===== config.mk =====
export PLATFORM = sky130hd
export DESIGN_NAME = wide_bus_frame_arbiter
export DESIGN_NICKNAME = d
export VERILOG_FILES = /design/src/rtl/wide_bus_arb_pkg.sv /design/src/rtl/wfa_rr_picker.sv /design/src/rtl/wide_bus_frame_arbiter.sv
export SDC_FILE = /design/constraint.sdc
export NUM_CORES = 2
export LEC_CHECK = 0
export BUFFER_PORTS_ARGS = -buffer_cell sky130_fd_sc_hd__buf_2
export CAP_MARGIN = 10
export CORE_AREA = 2 2 597 599
export CTS_BUF_LIST = sky130_fd_sc_hd__clkbuf_8
export DETAILED_ROUTE_END_ITERATION = 10
export DIE_AREA = 0 0 599 601
export PLACE_DENSITY = 0.38
export SYNTH_ARGS = -nofsm -noshare
export SYNTH_HDL_FRONTEND = slang
export SYNTH_HIERARCHICAL = 1
export SYNTH_SLANG_ARGS = --single-unit

===== constraint.sdc =====
create_clock -name main_clk_100mhz -period 27.7 [get_ports main_clk_100mhz]
set_input_delay 1.385 -clock main_clk_100mhz [delete_from_list [all_inputs] [get_ports main_clk_100mhz]]
set_output_delay 1.385 -clock main_clk_100mhz [all_outputs]
set_load 0.05 [all_outputs]

===== src/rtl/wide_bus_arb_pkg.sv =====
// wide_bus_arb_pkg: shared types and constants for wide_bus_frame_arbiter.
// FSM state encoding, default frame geometry, and the index-width helper
// used to size requester and beat indices.
package wide_bus_arb_pkg;

    // Arbiter FSM states; the encoding is also what dbg_state reports.
    typedef enum logic [1:0] {
        ST_IDLE    = 2'd0,
        ST_COLLECT = 2'd1,
        ST_PRESENT = 2'd2
    } arb_state_t;

    localparam int BEAT_W_DEF      = 128;
    localparam int FRAME_BEATS_DEF = 8;
    localparam int FRAME_W_DEF     = BEAT_W_DEF * FRAME_BEATS_DEF;

    // Width needed to index n items, never less than one bit.
    function automatic int idx_w(input int n);
        return (n > 2) ? $clog2(n) : 1;
    endfunction

endpackage


===== src/rtl/wfa_rr_picker.sv =====
// wfa_rr_picker: combinational round-robin search.
// Returns the first set bit of i_req_vec found by searching upward from
// i_rr_ptr with wrap-around, plus a flag saying whether any bit was set.
module wfa_rr_picker
    import wide_bus_arb_pkg::*;
#(
    parameter int NUM_REQ = 4,
    parameter int IDX_W   = 2
) (
    input  logic [NUM_REQ-1:0] i_req_vec,
    input  logic [IDX_W-1:0]   i_rr_ptr,
    output logic               o_any_req,
    output logic [IDX_W-1:0]   o_winner
);

    // Walk offsets from farthest to nearest so the nearest set bit wins.
    always_comb begin
        o_any_req = 1'b0;
        o_winner  = '0;
        for (int i = NUM_REQ - 1; i >= 0; i--) begin
            if (i_req_vec[(int'(i_rr_ptr) + i) % NUM_REQ]) begin
                o_any_req = 1'b1;
                o_winner  = IDX_W'((int'(i_rr_ptr) + i) % NUM_REQ);
            end
        end
    end

endmodule


===== src/rtl/wide_bus_frame_arbiter.sv =====
// wide_bus_frame_arbiter: round-robin arbiter that packs FRAME_BEATS beats
// from one granted requester into a FRAME_W-bit frame and presents it
// downstream. A stall timeout aborts a hung requester's partial frame.
// Optional build macro: WIDE_FRAME_PARITY_EN adds per-beat parity output
// frame_parity.
//
// Handshakes: a transfer happens on a rising edge where both valid and
// ready are high. Requester side: req_ready is one-hot to the granted
// requester only while collecting and does not depend on req_valid.
// Downstream side: frame_valid stays high with data and owner held stable
// until frame_ready is seen; frame_ready outside PRESENT is ignored.
module wide_bus_frame_arbiter
    import wide_bus_arb_pkg::*;
#(
    parameter int NUM_REQ     = 4,
    parameter int BEAT_W      = BEAT_W_DEF,
    parameter int FRAME_BEATS = FRAME_BEATS_DEF,
    parameter int TIMEOUT     = 15
) (
    input  logic                            main_clk_100mhz,
    input  logic                            reset,
    input  logic [NUM_REQ-1:0]              req_valid,
    input  logic [NUM_REQ*BEAT_W-1:0]       req_beat,
    output logic [NUM_REQ-1:0]              req_ready,
    output logic [BEAT_W*FRAME_BEATS-1:0]   frame_data,
    output logic                            frame_valid,
    input  logic                            frame_ready,
    output logic [idx_w(NUM_REQ)-1:0]       frame_owner,
    output logic                            abort_pulse,
    output logic                            busy,
`ifdef WIDE_FRAME_PARITY_EN
    output logic [FRAME_BEATS-1:0]          frame_parity,
`endif
    output logic [1:0]                      dbg_state
);

    localparam int FRAME_W = BEAT_W * FRAME_BEATS;
    localparam int IDX_W   = idx_w(NUM_REQ);
    localparam int CNT_W   = idx_w(FRAME_BEATS);
    localparam int STALL_W = idx_w(TIMEOUT + 1);

    arb_state_t          r_state;
    logic [IDX_W-1:0]    r_rr_ptr;
    logic [IDX_W-1:0]    r_grant;
    logic [CNT_W-1:0]    r_beat_cnt;
    logic [STALL_W-1:0]  r_stall_cnt;
    logic [FRAME_W-1:0]  r_frame_data;
    logic                r_abort;
`ifdef WIDE_FRAME_PARITY_EN
    logic [FRAME_BEATS-1:0] r_frame_parity;
`endif

    logic                w_any_req;
    logic [IDX_W-1:0]    w_winner;
    logic [BEAT_W-1:0]   w_beat;
    logic                w_accept;
    logic                w_last_beat;
    logic                w_timeout;
    logic [IDX_W-1:0]    w_rr_next;

    wfa_rr_picker #(
        .NUM_REQ (NUM_REQ),
        .IDX_W   (IDX_W)
    ) u_picker (
        .i_req_vec (req_valid),
        .i_rr_ptr  (r_rr_ptr),
        .o_any_req (w_any_req),
        .o_winner  (w_winner)
    );

    assign w_beat      = req_beat[r_grant*BEAT_W +: BEAT_W];
    assign w_accept    = (r_state == ST_COLLECT) && req_valid[r_grant];
    assign w_last_beat = (r_beat_cnt == CNT_W'(FRAME_BEATS - 1));
    // The abort fires on the stall cycle that would bring the count to TIMEOUT.
    assign w_timeout   = (TIMEOUT != 0) && (r_stall_cnt == STALL_W'(TIMEOUT - 1));
    assign w_rr_next   = (r_grant == IDX_W'(NUM_REQ - 1)) ? '0 : r_grant + IDX_W'(1);

    // Ready goes only to the granted requester, and only while collecting.
    always_comb begin
        req_ready = '0;
        if (r_state == ST_COLLECT) begin
            req_ready[r_grant] = 1'b1;
        end
    end

    assign frame_valid = (r_state == ST_PRESENT);
    assign busy        = (r_state != ST_IDLE);
    assign frame_data  = r_frame_data;
    assign frame_owner = r_grant;
    assign abort_pulse = r_abort;
    assign dbg_state   = r_state;
`ifdef WIDE_FRAME_PARITY_EN
    assign frame_parity = r_frame_parity;
`endif

    // FSM, beat packing, stall timer and round-robin pointer update.
    always_ff @(posedge main_clk_100mhz or posedge reset) begin
        if (reset) begin
            r_state      <= ST_IDLE;
            r_rr_ptr     <= '0;
            r_grant      <= '0;
            r_beat_cnt   <= '0;
            r_stall_cnt  <= '0;
            r_frame_data <= '0;
            r_abort      <= 1'b0;
`ifdef WIDE_FRAME_PARITY_EN
            r_frame_parity <= '0;
`endif
        end else begin
            r_abort <= 1'b0;
            case (r_state)
                ST_IDLE: begin
                    if (w_any_req) begin
                        r_grant     <= w_winner;
                        r_beat_cnt  <= '0;
                        r_stall_cnt <= '0;
                        r_state     <= ST_COLLECT;
`ifdef WIDE_FRAME_PARITY_EN
                        r_frame_parity <= '0;
`endif
                    end
                end
                ST_COLLECT: begin
                    if (w_accept) begin
                        r_frame_data[r_beat_cnt*BEAT_W +: BEAT_W] <= w_beat;
`ifdef WIDE_FRAME_PARITY_EN
                        r_frame_parity[r_beat_cnt] <= ^w_beat;
`endif
                        r_beat_cnt  <= r_beat_cnt + CNT_W'(1);
                        r_stall_cnt <= '0;
                        if (w_last_beat) begin
                            r_state <= ST_PRESENT;
                        end
                    end else if (w_timeout) begin
                        // Partial frame is dropped; frame_data keeps whatever it held.
                        r_abort  <= 1'b1;
                        r_rr_ptr <= w_rr_next;
                        r_state  <= ST_IDLE;
                    end else if (r_stall_cnt != {STALL_W{1'b1}}) begin
                        r_stall_cnt <= r_stall_cnt + STALL_W'(1);
                    end
                end
                ST_PRESENT: begin
                    if (frame_ready) begin
                        r_rr_ptr <= w_rr_next;
                        r_state  <= ST_IDLE;
                    end
                end
                default: begin
                    r_state <= ST_IDLE;
                end
            endcase
        end
    end

endmodule


==> summary.md <==
| Metric | Value |
|---|---|
| Status | complete, no violations |
| Post-Synth Simple-Gate Area | 0.132 |
| R2R cell count | 8 |
| Reg2Reg Setup Slack | 22.57 ns |
| Setup crit start | frame_owner[0] |
| Number of synthesis warnings | 6 |
| Sw Ratio | 0.588 |
| Final WS setup | 21.79 ns |
| Data arrival, critical path | 4.52 ns |
| Layout fillers | around 40000 |
| Clock transition at path regs | roughly 0.05 ns |
| Pwr dens | 147 nW/um^2 |
| Relative slew slack | 0.170 |
| Setup TNS | 0 ns |
| DRT iter0 DRCs | 3967 |
| Least-Margin Pin Slew | 1.25 ns |
| Die height | 601 um |
| Ports | 1554 |
| Crit path to | req_ready[0] |
| Die area | 360000 sq um |
| 1st-pass router iterations | 5 |
| Post-CTS setup buffers | 0 |
| Max H-tree Level | 4 |
| Kind of critical path | flop to output pin |
| Final worst path period share | 0.213 |
| Post-synth ARST share | 1.00 |
| Synth Area in Adders | 0.00352 |
| Crit path max fanout | 45 |
| Global route overflow | 0 |
| Pint | roughly 0.0038 W |
| Vias in the first global route | 42200 |
| WHS | around 0.47 ns |
| Fin crit period | 5.91 ns |
| Syn Inst Count | about 4400 |
| Peak Freq | roughly 170 MHz |
| Final slew viol count | 0 |
| Routability cong. | 0.881 |
| Detail Route Antenna Nets | 0 |
| Dpl cell area | 58200 sq um |
| Synth Area in XOR/XNOR | 0.000190 |
| Peak VDD IR | approximately 0.064 mV |
| Post-Syn Area | 46200 sq um |
| Top-count cell post-synth | dfrtp_1 |
| Hold buffer count at cts | 0 |
| Part of the power in registers | 0.253 |
| Fin cells | 10700 |
| Layout cells sized above 1 | 0.360 |
| Yosys reg bits | 1038 |
| Required time of the critical path | 26.31 ns |
| RSZ-0062 raised after global routing | no |
| DP HPWL | between 200 and 250 mm |
| Clock power frac | 0.185 |
| Post-cts resize count | 0 |
| DRC violation count after routing | 0 |
| Yosys cell types | 42 |
| Post-synthesis mux area share | 0.00190 |
| Pleak | about 30 nW |
| Final Cell Area | approximately 63000 sq um |
| Mean post-synth cell area | around 11 sq um |
| Root Driver | clkbuf_8 |
| Cells after DPL | just over 10000 |
| Compound-Gate Fraction of Synth Area | 0.240 |
| CTS max path bufs | 4 |
| Num CTS Buffers | around 210 |
| Setup violations, final | 0 |
| Area delta synth->final | 35.9% |
| First-pass GRT wire length | between 400 and 500 mm |
| Min-delay worst type | flop to flop |
| RR Startpoint | frame_owner[0] |
| Syn Nets | 4929 |
| GRT Total Usage | 0.172 |
| Endpoints failing hold | 0 |
| CTS sink count | 1038 |
| Initial Util | 0.131 |
| Initial antenna violation count | 205 |
| Sequential area share after synthesis | 0.562 |
| Final WL | 321 mm |
| DR WL/cell | 30.1 um |
| Synth top area share | 0.562 |
| Worst R2R End | frame_data[140] |
| Largest net degree at the start of global routing | 159 |
| Port bufs | 1553 |
| Post-synth top area cell | dfrtp_1 |
| Area contributors post-synth | dfrtp_1 (56%), o31ai_1 (12%), nand2_1 (7.4%), o41ai_2 (4.2%), a211oi_1 (4.2%) |
| Row count | around 220 |
| Die width | 599 um |
| Setup Skew | 0.0833 ns |
| Core Region | 354000 sq um |
| CP Capture Type | output pin |
| TritonCTS clock tree | yes |
| Synth cell count leaders | dfrtp_1 (1038), nand2_1 (906), o31ai_1 (768) |
| Gate power share | 0.562 |
| Vias | 43300 |
| Main combinational cell family by area after synthesis | compound AO/OA/AOI/OAI gates |
| Dominant synthesized flop cell | dfrtp_1 |
| Clk Latency, worst-skew pair | 1.02 ns |
| EDFF count, synth | 0 |
| Pre-CTS setup slack | 21.73 ns |
| Net Sw Power | 0.00543 W |
| Critical Path Start Type | flop |
| Layout Nets | 6221 |
| Vias/cell | between 4 and 5 |
| Max cap viols | 0 |
-- final cells by class --
class / instances / area (sq um) / share of cell area
Sequential cell: 1038 / 26000 / 0.414
Antenna cell: 93 / 233 / 0.00371
Timing Repair Buffer: 1648 / 8550 / 0.136
Multi-Input combinational cell: 2784 / 17700 / 0.282
Tap cell: 4751 / 5940 / 0.0947
Clock buffer: 256 / 3520 / 0.0561
Clock inverter: 113 / 832 / 0.0133
Inverter: 9 / 45.0 / 0.000717
-- metrics by stage --
step	power, W	utilization
after floorplan	0.00564	-
after global placement	0.00759	0.164
after detailed placement	0.00763	0.164
after CTS	0.00938	0.177
after global routing	0.00967	0.177
final	0.00924	0.177
-- kinds of logic (layout without fill, tap and decap cells) --
| family | count (synthesis) | count (layout) |
|---|---|---|
| XOR/XNOR | 1 | 1 |
| buffers and inverters | 575 | 2026 |
| other | 0 | 93 |
| adder cells (fa/ha/maj) | 13 | 13 |
| flip-flops | 1038 | 1038 |
| AND/OR/NAND/NOR | 1339 | 1339 |
| multiplexers | 7 | 7 |
| AO/OA/AOI/OAI | 1424 | 1424 |
-- flip-flops by register name, summed over array words and instances (netlist names) --
signal       cells
abort_pulse      1
dbg_state        2
frame_data    1024
frame_owner      2
r_beat_cnt       3
r_rr_ptr         2
r_stall_cnt      4
-- how the worst min path moves through the flow --
| stage | start | to | slack [ns] | cells after the start |
|---|---|---|---|---|
| 4_1_cts | reset | frame_data[119] | 0.39 | 2 |
| 3_3_place_gp | frame_data[878] | frame_data[878] | 0.45 | 2 |
| 5_1_grt | reset | frame_data[760] | 0.46 | 2 |
| 6_report | frame_data[220] | frame_data[220] | 0.47 | 2 |
| 2_1_floorplan | r_stall_cnt[1] | r_stall_cnt[1] | 0.51 | 1 |
| 3_5_place_dp | frame_data[287] | frame_data[287] | 0.46 | 2 |
-- cell usage in the layout, fill, tap and decap left out, types with 5 or more instances in the layout --
| master | n |
|---|---|
| a211oi_1 | 243 |
| a211oi_2 | 15 |
| a21oi_1 | 5 |
| and2_1 | 7 |
| and2b_1 | 7 |
| buf_12 | 5 |
| buf_2 | 1553 |
| buf_4 | 90 |
| bufinv_16 | 10 |
| clkbuf_8 | 256 |
| clkinv_2 | 17 |
| clkinv_8 | 5 |
| dfrtp_1 | 1036 |
| diode_2 | 93 |
| ha_1 | 12 |
| inv_1 | 79 |
| nand2_1 | 904 |
| nand3_1 | 6 |
| nor2_1 | 8 |
| nor2b_1 | 253 |
| o21ai_0 | 259 |
| o31ai_1 | 768 |
| o41ai_1 | 8 |
| o41ai_2 | 120 |
| or3_1 | 130 |
-- power groups by stage --
stage,clock [W],sequential (W),combinational [W]
after floorplan,0,0.00407,0.00157
after global placement,0,0.00234,0.00525
after detailed placement,0,0.00236,0.00527
after CTS,0.00177,0.00234,0.00528
after global routing,0.00183,0.00240,0.00544
final,0.00171,0.00234,0.00519
-- layer usage --
metal	vias to the layer above	part of all wire	GRT usage
met3	606	0.081	0.0503
li1	18600	-	-
met4	90	0.034	0.0533
met1	22100	0.41	0.211
met2	1973	0.48	0.287
met5	-	0.0019	0
-- worst max-delay path: stages, from the launching register on --
cell and delay [ns]:
dfrtp_4 0.75, buf_4 0.53, buf_4 0.49, buf_4 0.46, buf_4 0.42, inv_1 0.11
ha_1 0.20, and2_1 0.14, buf_2 0.21
Note: power is estimated with default switching activity, not from simulation.
